--- config.mk ---
export PLATFORM = sky130hd
export DESIGN_NAME = alu_entry_sequencer
export DESIGN_NICKNAME = d
export VERILOG_FILES = /design/src/rtl/alu_entry_sequencer_pkg.sv /design/src/rtl/alu_entry_sequencer_edge_rise_detect.sv /design/src/rtl/alu_entry_sequencer.sv
export SDC_FILE = /design/constraint.sdc
export NUM_CORES = 1
export LEC_CHECK = 0
export CAP_MARGIN = 5
export CORE_MARGIN = 2
export CORE_UTILIZATION = 40
export DETAILED_ROUTE_END_ITERATION = 8
export GPL_TIMING_DRIVEN = 0
export HOLD_SLACK_MARGIN = 0.1
export SLEW_MARGIN = 20
export SYNTH_ARGS = -nofsm -noshare
export SYNTH_HDL_FRONTEND = slang
export SYNTH_SLANG_ARGS = --single-unit
--- constraint.sdc ---
create_clock -name clk -period 4.8 [get_ports clk]
set_input_delay 0.96 -clock clk [delete_from_list [all_inputs] [get_ports clk]]
set_output_delay 0.96 -clock clk [all_outputs]
set_load 0.02 [all_outputs]
--- src/rtl/alu_entry_sequencer_pkg.sv ---
// Shared constants and helpers for the ALU front-panel entry sequencer.
package alu_seq_pkg;

    // Coarse decode of the state index; PH_BAD covers unused encodings.
    typedef enum logic [2:0] {
        PH_OPND,
        PH_OP,
        PH_EXEC,
        PH_SHOW,
        PH_BAD
    } phase_t;

    function automatic int st_opnd0();
        return 0;
    endfunction

    function automatic int st_op(input int n);
        return n;
    endfunction

    function automatic int st_exec(input int n);
        return n + 1;
    endfunction

    function automatic int st_show(input int n);
        return n + 2;
    endfunction

    // Counter width able to hold 0..t-1 (at least one bit).
    function automatic int tmo_w(input int t);
        return (t <= 2) ? 1 : $clog2(t);
    endfunction

endpackage

--- src/rtl/alu_entry_sequencer_edge_rise_detect.sv ---
// Rising-edge detector for a synchronised button level; one pulse per 0->1 edge.
module edge_rise_detect (
    input  logic clk,
    input  logic rst,
    input  logic level,
    output logic pulse
);

    logic r_q;

    // Remember last cycle's level.
    always_ff @(posedge clk or negedge rst) begin
        if (!rst) r_q <= 1'b0;
        else      r_q <= level;
    end

    // Pulse is forced low while reset is asserted.
    assign pulse = level & ~r_q & rst;

endmodule

--- src/rtl/alu_entry_sequencer.sv ---
// Operand/opcode entry sequencer: N operand loads, opcode, execute handshake, result display.
module alu_entry_sequencer
    import alu_seq_pkg::*;
#(
    parameter  int NUM_OPERANDS = 2,
    parameter  int TIMEOUT      = 255,
    localparam int STATE_W      = $clog2(NUM_OPERANDS + 3)
) (
    input  logic                    clk,
    input  logic                    rst,
    input  logic                    enter,
    input  logic                    reuse,
    input  logic                    cancel,
    input  logic                    op_valid,
    input  logic                    exec_done,
    output logic [NUM_OPERANDS-1:0] load_en,
    output logic                    sel_reuse,
    output logic                    load_op,
    output logic                    exec_start,
    output logic                    busy,
    output logic [STATE_W-1:0]      state,
    output logic                    result_held,
    output logic                    timeout_err
);

    localparam int CNT_W = tmo_w(TIMEOUT);

    localparam logic [STATE_W-1:0] S_OPND0 = STATE_W'(st_opnd0());
    localparam logic [STATE_W-1:0] S_OPND1 = STATE_W'(st_opnd0() + 1);
    localparam logic [STATE_W-1:0] S_OP    = STATE_W'(st_op(NUM_OPERANDS));
    localparam logic [STATE_W-1:0] S_EXEC  = STATE_W'(st_exec(NUM_OPERANDS));
    localparam logic [STATE_W-1:0] S_SHOW  = STATE_W'(st_show(NUM_OPERANDS));
    localparam logic [CNT_W-1:0]   CNT_LAST = CNT_W'(TIMEOUT - 1);

    logic [STATE_W-1:0]      r_state;
    logic [CNT_W-1:0]        r_cnt;
    logic                    r_exec_start;
    logic                    r_result_held;
    logic                    r_timeout_err;

    logic                    w_enter_pulse;
    phase_t                  w_phase;
    logic [STATE_W-1:0]      w_state_nxt;
    logic [NUM_OPERANDS-1:0] w_load_en;
    logic                    w_sel_reuse;
    logic                    w_load_op;
    logic                    w_set_held;
    logic                    w_tmo;

    edge_rise_detect u_enter_edge (
        .clk   (clk),
        .rst   (rst),
        .level (enter),
        .pulse (w_enter_pulse)
    );

    // Map the state index onto its phase.
    always_comb begin
        w_phase = PH_BAD;
        if (r_state < S_OP)        w_phase = PH_OPND;
        else if (r_state == S_OP)  w_phase = PH_OP;
        else if (r_state == S_EXEC) w_phase = PH_EXEC;
        else if (r_state == S_SHOW) w_phase = PH_SHOW;
    end

    // Next state and load strobes; one event per cycle, cancel first, then exec result, reuse, enter.
    always_comb begin
        w_state_nxt = r_state;
        w_load_en   = '0;
        w_sel_reuse = 1'b0;
        w_load_op   = 1'b0;
        w_set_held  = 1'b0;
        w_tmo       = 1'b0;
        if (rst) begin
            if (cancel) begin
                w_state_nxt = S_OPND0;
            end else begin
                case (w_phase)
                    PH_OPND: begin
                        if (r_state == S_OPND0 && reuse && r_result_held) begin
                            w_sel_reuse = 1'b1;
                            w_load_en   = NUM_OPERANDS'(1);
                            w_state_nxt = r_state + STATE_W'(1);
                        end else if (w_enter_pulse) begin
                            w_load_en   = NUM_OPERANDS'(1) << r_state;
                            w_state_nxt = r_state + STATE_W'(1);
                        end
                    end
                    PH_OP: begin
                        if (w_enter_pulse && op_valid) begin
                            w_load_op   = 1'b1;
                            w_state_nxt = S_EXEC;
                        end
                    end
                    PH_EXEC: begin
                        if (exec_done) begin
                            w_set_held  = 1'b1;
                            w_state_nxt = S_SHOW;
                        end else if (r_cnt == CNT_LAST) begin
                            w_tmo       = 1'b1;
                            w_state_nxt = S_OPND0;
                        end
                    end
                    PH_SHOW: begin
                        if (reuse) begin
                            // Chain the held result straight into operand 0.
                            w_sel_reuse = 1'b1;
                            w_load_en   = NUM_OPERANDS'(1);
                            w_state_nxt = S_OPND1;
                        end else if (w_enter_pulse) begin
                            w_state_nxt = S_OPND0;
                        end
                    end
                    default: w_state_nxt = S_OPND0;
                endcase
            end
        end
    end

    // State, exec counter and registered status pulses.
    always_ff @(posedge clk or negedge rst) begin
        if (!rst) begin
            r_state       <= S_OPND0;
            r_cnt         <= '0;
            r_exec_start  <= 1'b0;
            r_result_held <= 1'b0;
            r_timeout_err <= 1'b0;
        end else begin
            r_state       <= w_state_nxt;
            r_cnt         <= (r_state == S_EXEC && w_state_nxt == S_EXEC) ? r_cnt + CNT_W'(1) : '0;
            r_exec_start  <= (w_state_nxt == S_EXEC) && (r_state != S_EXEC);
            r_timeout_err <= w_tmo;
            if (w_set_held)  r_result_held <= 1'b1;
            else if (w_tmo)  r_result_held <= 1'b0;
        end
    end

    assign load_en     = w_load_en;
    assign sel_reuse   = w_sel_reuse;
    assign load_op     = w_load_op;
    assign exec_start  = r_exec_start;
    assign busy        = (r_state == S_EXEC);
    assign state       = r_state;
    assign result_held = r_result_held;
    assign timeout_err = r_timeout_err;

endmodule

==> results.cfg, run 1 <==
[sta]
hold_viol_final = 0
fin_hold_ws_ns = 0.567
fin_crit_sh = 0.893
skew_ns = 0.00280
tightest_slew_ns = 0.920
rsz0062_at_grt = no
fmax_mhz = 233
fin_setup_tns_ns = 0
report.final.slew_viol_count = 0
relSlewSlack = 0.385
setup_viol = 0
finalCriticalPeriod_ns = 4.28
setup_ws_ns = 0.515

[logic_synthesis]
ys_warn_count = 0
synthFlopType = dfrtp_1
yosys-top-cells-area = dfrtp_1 35%, ha_1 9.4%, nor4_1 5.3%, nand2_1 5.0%, nand3_1 2.8%
avgSynthCellArea_um2 = 9.39
yosysTopAreaCell = dfrtp_1
synth-async-reset-ratio = 1.00
synth_area_um2 = 1060
syn_nets = 128
yosys-top-cells-count = 15 x dfrtp_1, 14 x nand2_1, 9 x nor4_1, 8 x ha_1
ys_types = 44
synth_top_area_share = 0.354
yosysSeqAreaShare = 0.354
synth_edf_count = 0
ys_ff_latch = 15
syn_inst = 113
synth_most_common_cell = dfrtp_1

[cts]
h-tree-depth = 1
cts_resized = 0
clk_pin_slew_ns = 0.08
cts_tree = done
cts_hold_buffers = 0
ctsRootBufferMaster = clkbuf_4
clock_sinks = 15
cts_setup_buffers = 0
clk_latency_ns = 0.28
ctsLongestPathBuffers = 2
cts_buffers = 3

[finish]
drive_above_1_share = 0.0821
syn_to_final_growth_pct = 22.1
fin_util = 0.518
design_area_um2 = 1290
instances_no_fill = 164
antenna_cells = 0
nFillCells = 232
final_nets = 150

[drt]
drtIter0Drc = 23
route.vias.total = 908
dr.pass1.iters = 4
postRouteWirelength_mm = 2.28
vias_per_cell = 5.54
wire_per_inst_um = 13.9
drcViolationCount = 0
postRouteAntennaNets = 0

[power_and_ir_drop]
p_int_mw = 0.225
p_comb_frac = 0.388
ir_worst_vdd_v = 0.000247
clkPwrFrac = 0.198
netSwitchingFraction = 0.365
pwr-share-seq = 0.413
total_power_mw = 0.355
switchingPower_mw = 0.130
powerDensity_nw_per_um2 = 274
p_leak_nw = 0.527

[critical_path]
arrival_ns = 3.32
path_max_fanout = 21
critPathBufInv = 2
cp.required_ns = 3.84
worstSetupStartpointType = primary input
crit_family = buffers and inverters
cp_common_cell = clkdlybuf4s50_1
cpPeakStageDelay_ns = 1.08
path_class = in -> out
crit_path_top_delay_cell = clkdlybuf4s50_1
path_cells = clkdlybuf4s50_1 -> nand2b_1 -> nor3_1 -> o21bai_1 -> clkdlybuf4s50_1
critPathCaptureType = output port

[placement]
pre_cts_slack_ns = 0.468
gp_congestion = 0.823
place_inst = 160
io_buffers = 17
place_area_um2 = 1270
dp_hpwl_mm = 1.69

[floorplanning]
core.rowCount = 18
die_w_um = 55.5
initial_core_util = 0.424
die_h_um = 55.5
ios = 18
fp.coreArea_um2 = 2500
dieArea_um2 = 3080

[hold_path]
min_path_type = reg -> reg

[global_routing]
grt_antenna_before_repair = 0
grt_pass1_wl_mm = 4.15
overflow = 0
grt_start_max_net_pins = 22
grt_pass1_vias = 885
grtUsageTotal = 0.167

[run_status]
status = complete, no violations

[job]
drv_cap = 0
layout by cell type (no fill, tap or decap), drive strengths merged, types with 4 or more instances in the layout:
master and count:
clkdlybuf4s50 17, dfrtp 15, nand2 14, nor4 9, ha 8, inv 6
nand3 6, nor2 5, nor3 4, clkbuf 4, buf 4
logic make-up (layout without fill, tap and decap cells):
group                    count (synthesis)  count (layout)  synth area share
AO/OA/AOI/OAI                           17              17             0.140
XOR/XNOR                                 6               6            0.0495
adder cells (fa/ha/maj)                  8               8            0.0943
buffers and inverters                   10              31            0.0472
flip-flops                              15              15             0.354
multiplexers                             1               1           0.00943
AND/OR/NAND/NOR                         56              56             0.305
registers in the layout (all words and copies together), names as in the netlist:
signal,flops
state,3
timeout_err,1
u_enter_edge.r_q,1
exec_start,1
r_cnt,8
result_held,1
worst reg2reg max path, stage by stage, from the launching register on:
cell and delay [ns]:
dfrtp_1 0.48, inv_1 0.14, ha_1 0.26, nand4bb_1 0.27, a221oi_2 0.37, a21oi_1 0.12
o22a_1 0.20, buf_2 0.19, nor4_1 0.28
routing by layer:
layer  share of wire  wire length, µm  global-route usage
met3           0.049              112              0.0258
met5               0                0                   0
met2            0.47             1070               0.267
met1            0.46             1050               0.224
met4           0.020               46              0.0732
path summary, 6_finish.rpt:
check,depth (start not counted),slack (ns),from,to
hold / removal,3,0.57,r_cnt[7]$_DFF_PN0_,r_cnt[7]$_DFF_PN0_
hold reg to reg,3,0.57,r_cnt[7]$_DFF_PN0_,r_cnt[7]$_DFF_PN0_
min in group asynchronous,1,1.19,rst,u_enter_edge.r_q$_DFF_PN0_
setup reg to reg,8,2.39,state[0]$_DFF_PN0_,r_cnt[7]$_DFF_PN0_
setup / recovery,5,0.52,rst,load_en[0]
max in group asynchronous,1,3.05,rst,r_cnt[7]$_DFF_PN0_
cell type report:
class	instances	area [µm²]	area share
inverters	6	22.5	0.0174
well taps	30	37.5	0.0290
multi-input cells	88	636	0.491
repair buffers	17	170	0.131
clock buffers	4	26.3	0.0203
plain buffers	4	27.5	0.0213
flip-flops and latches	15	375	0.290
power groups by stage:
stage	sequential, mW	combinational [mW]	clock [mW]
CTS	0.147	0.138	0.0746
global route	0.149	0.151	0.0801
global placement	0.149	0.137	0
floorplan	0.153	0.0844	0
detailed placement	0.150	0.137	0
finish	0.147	0.138	0.0704
No activity file was read; power rests on OpenSTA's default activity.
==> inputs of run 2 (changes only) <==
--- a/config.mk
+++ b/config.mk
@@ -9,7 +9,6 @@
 export CORE_MARGIN = 2
 export CORE_UTILIZATION = 40
 export DETAILED_ROUTE_END_ITERATION = 8
-export GPL_TIMING_DRIVEN = 0
 export HOLD_SLACK_MARGIN = 0.1
 export SLEW_MARGIN = 20
 export SYNTH_ARGS = -nofsm -noshare
==> results.cfg, run 2 (same netlist as run 1, synthesis figures left out) <==
[cts]
cts_resized = 0
clk_latency_ns = 0.28
ctsRootBufferMaster = clkbuf_4
clock_sinks = 15
cts_hold_buffers = 0
h-tree-depth = 1
cts_tree = done
clk_pin_slew_ns = 0.08
cts_buffers = 3
ctsLongestPathBuffers = 2
cts_setup_buffers = 0

[sta]
finalCriticalPeriod_ns = 3.79
fin_setup_tns_ns = 0
setup_ws_ns = 1.01
fin_crit_sh = 0.790
report.final.slew_viol_count = 0
tightest_slew_ns = 0.477
relSlewSlack = 0.674
fmax_mhz = 264
setup_viol = 0
rsz0062_at_grt = no
fin_hold_ws_ns = 0.565
hold_viol_final = 0
skew_ns = 0.00394

[placement]
io_buffers = 17
dp_hpwl_mm = 1.82
gp_congestion = 0.922
pre_cts_slack_ns = 1.02

[drt]
postRouteWirelength_mm = 2.42
route.vias.total = 917
dr.pass1.iters = 4
postRouteAntennaNets = 0
drtIter0Drc = 14
drcViolationCount = 0
vias_per_cell = 5.70
wire_per_inst_um = 15.0

[floorplanning]
die_h_um = 55.5
dieArea_um2 = 3080
core.rowCount = 18
fp.coreArea_um2 = 2500
initial_core_util = 0.424
die_w_um = 55.5
ios = 18

[hold_path]
hp-start = result_held$_DFFE_PN0P_
min_path_type = reg -> reg
hold_path_depth = 1

[finish]
drive_above_1_share = 0.0687
regMostFlops = r_cnt
fin_util = 0.510
final_nets = 147
final_common_cell = clkdlybuf4s50_1
layout_common_cells = 17 x clkdlybuf4s50_1, 15 x dfrtp_1, 14 x nand2_1
syn_to_final_growth_pct = 20.2
nFillCells = 248
largest_register_ffs = 8
antenna_cells = 0

[global_routing]
grt_start_max_net_pins = 16
overflow = 0
grtUsageTotal = 0.177
grt_pass1_wl_mm = 4.35
grt_antenna_before_repair = 0
grt_pass1_vias = 910

[critical_path]
worstSetupStartpointType = primary input
ff2ff_path_depth = 7
critPathCaptureType = output port
critPathBufInv = 2
arrival_ns = 2.83
r2r_slack_ns = 2.33
path_class = in -> out
worstSetupStartpoint = rst
path_max_fanout = 7
crit_path_top_delay_cell = clkdlybuf4s50_1
cpPeakStageDelay_ns = 0.68
path_depth = 5
crit_family = buffers and inverters
cp.required_ns = 3.84
cp_common_cell = clkdlybuf4s50_1
reg2reg_from = state[0]$_DFF_PN0_
path_cells = clkdlybuf4s50_1 -> nand2b_1 -> nor3_1 -> o21bai_1 -> clkdlybuf4s50_1

[power_and_ir_drop]
p_leak_nw = 0.517
powerDensity_nw_per_um2 = 274
total_power_mw = 0.349
ir_worst_vdd_v = 0.000178

[job]
drv_cap = 0

[run_status]
status = complete, no violations
==> run 2: cell count changes in the layout (fill, tap and decap cells not counted) <==
cell / delta
buf_2: -1
buf_6: -1
buf_1: -1
==> run 2: power by group <==
group	leakage (nW)	switching (mW)	internal (mW)
combinational	0.296	0.0785	0.0536
sequential	0.206	0.0146	0.133
clock	0.0150	0.0376	0.0323
total	0.517	0.131	0.218
==> run 2: stage by stage <==
stage                     cells  cell area [µm²]
final                       161             1270
after global routing        161             1270
after CTS                   161             1270
after detailed placement    157             1250
after global placement      157             1250
after floorplan             113             1060
==> run 2: final timing paths <==
| check | end |
|---|---|
| worst max register to register | r_cnt[7]$_DFF_PN0_ |
| max in group asynchronous | r_cnt[6]$_DFF_PN0_ |
| worst max-delay path | load_en[0] |
| worst min register to register | result_held$_DFFE_PN0P_ |
| min in group asynchronous | exec_start$_DFF_PN0_ |
| worst min-delay path | result_held$_DFFE_PN0P_ |
==> run 2: area by class of cell <==
cell class,instances,area [µm²],share of cell area
clock buffers,4,26.3,0.0206
inverters,6,22.5,0.0177
multi-input cells,88,636,0.499
flip-flops and latches,15,375,0.294
well taps,30,37.5,0.0294
repair buffers,18,178,0.139
==> run 2: worst reg2reg max path: stages, from the launching register on <==
cell     delay (ns)
dfrtp_1        0.49
inv_1          0.14
ha_1           0.26
or4b_1         0.57
and3_4         0.21
a21oi_1        0.15
o22a_1         0.40
nor4_1         0.12
==> run 2: metal layers <==
layer	global-route usage	vias up	wire length [µm]
met5	0	-	0
met2	0.284	16	1140
met1	0.231	441	1170
li1	-	456	-
met3	0.0422	4	80
met4	0.0627	0	27
==> inputs of run 3 (changes only) <==
==> constraint.sdc (replaced) <==
create_clock -name clk -period 3.6 [get_ports clk]
set_input_delay 0.72 -clock clk [delete_from_list [all_inputs] [get_ports clk]]
set_output_delay 0.72 -clock clk [all_outputs]
set_load 0.02 [all_outputs]
==> results.cfg, run 3 (same netlist as run 1, synthesis figures left out) <==
[critical_path]
cpPeakStageDelay_ns = 0.62
worstSetupStartpoint = rst
r2r_slack_ns = 1.17
arrival_ns = 2.45
crit_path_top_delay_cell = clkdlybuf4s50_1
cp_common_cell = clkdlybuf4s50_1
worstSetupStartpointType = primary input
critPathCaptureType = output port
cp.required_ns = 2.88
path_max_fanout = 6
reg2reg_from = state[0]$_DFF_PN0_
ff2ff_path_depth = 7
r2r_end = r_cnt[3]$_DFF_PN0_
path_cells = clkdlybuf4s50_1 -> nand2b_1 -> nor3_1 -> o21bai_1 -> clkdlybuf4s50_1
path_class = in -> out

[drt]
route.vias.total = 932
postRouteWirelength_mm = 2.37
drcViolationCount = 0
postRouteAntennaNets = 0
dr.pass1.iters = 5
vias_per_cell = 5.79
drtIter0Drc = 15
wire_per_inst_um = 14.7

[sta]
fin_hold_ws_ns = 0.561
fin_crit_sh = 0.880
setup_viol = 0
hold_viol_final = 0
fmax_mhz = 316
finalCriticalPeriod_ns = 3.17
rsz0062_at_grt = no
relSlewSlack = 0.656
fin_setup_tns_ns = 0
tightest_slew_ns = 0.502
skew_ns = 0.00463
report.final.slew_viol_count = 0

[hold_path]
hp-start = result_held$_DFFE_PN0P_
hold-path-endpoint = result_held$_DFFE_PN0P_
min_path_type = reg -> reg
hold_path_depth = 1

[floorplanning]
dieArea_um2 = 3080
fp.coreArea_um2 = 2500
initial_core_util = 0.424
die_w_um = 55.5
core.rowCount = 18
die_h_um = 55.5
ios = 18

[cts]
clk_latency_ns = 0.28
cts_hold_buffers = 0
cts_setup_buffers = 0
clk_pin_slew_ns = 0.09
clock_sinks = 15
ctsRootBufferMaster = clkbuf_4
cts_tree = done
cts_buffers = 3
h-tree-depth = 1
ctsLongestPathBuffers = 2
cts_resized = 0

[global_routing]
grt_pass1_vias = 876
met3_usage = 0.0375
grt_antenna_before_repair = 0
grtUsageTotal = 0.164
top_usage_layer = met2
grt_pass1_wl_mm = 3.96
grt_start_max_net_pins = 17
overflow = 0
grtUsageMet1 = 0.211
grtUsageMet2 = 0.253

[finish]
antenna_cells = 0
instances_no_fill = 161
design_area_um2 = 1270
final_nets = 147
syn_to_final_growth_pct = 20.2
drive_above_1_share = 0.0687
layout_common_cells = 17 x clkdlybuf4s50_1, 15 x dfrtp_1, 14 x nand2_1
largest_register_ffs = 8
final_common_cell = clkdlybuf4s50_1
regMostFlops = r_cnt

[placement]
place_inst = 157
dp_hpwl_mm = 1.77
io_buffers = 17
place_area_um2 = 1250
gp_congestion = 0.900

[job]
drv_cap = 0

[power_and_ir_drop]
ir_worst_vdd_v = 0.000265
powerDensity_nw_per_um2 = 365
total_power_mw = 0.465
p_leak_nw = 0.517

[run_status]
status = complete, no violations
## run 3: worst max-delay path: cells and delay by family
kind            cells  cell delay [ns]
buf+inv             2             1.20
simple gates        2             0.39
compound gates      1             0.14
## run 3: per-stage QoR
step | util | setup slack [ns]
detailed placement | 0.499 | 0.435
floorplan | - | 1.06
CTS | 0.510 | 0.424
global route | 0.510 | 0.350
finish | 0.510 | 0.434
global placement | 0.499 | 0.442
## run 3: worst max-delay path by stage
stage	endpoint	slack, ns
after floorplan	load_en[0]	1.06
after global placement	load_en[0]	0.44
after detailed placement	load_en[0]	0.43
after CTS	load_en[0]	0.42
after global routing	load_en[0]	0.35
final	load_en[0]	0.43
## run 3: final cells by class
type,count,area [µm²]
clock buffers,4,26.3
fillers,253,1220
inverters,6,22.5
multi-input cells,88,636
flip-flops and latches,15,375
well taps,30,37.5
repair buffers,18,178
## run 3: layer usage
metal  part of all wire  wire length (µm)  up-vias
met3              0.039                92        7
met2               0.47              1110       24
li1                   -                 -      454
met5                  0                 0        -
met1               0.47              1100      447
met4              0.026                61        0
## run 3: where the power goes
group,internal (mW),switching (mW),leakage [nW]
clock,0.0431,0.0517,0.0150
combinational,0.0712,0.103,0.296
sequential,0.177,0.0191,0.206
total,0.291,0.174,0.517
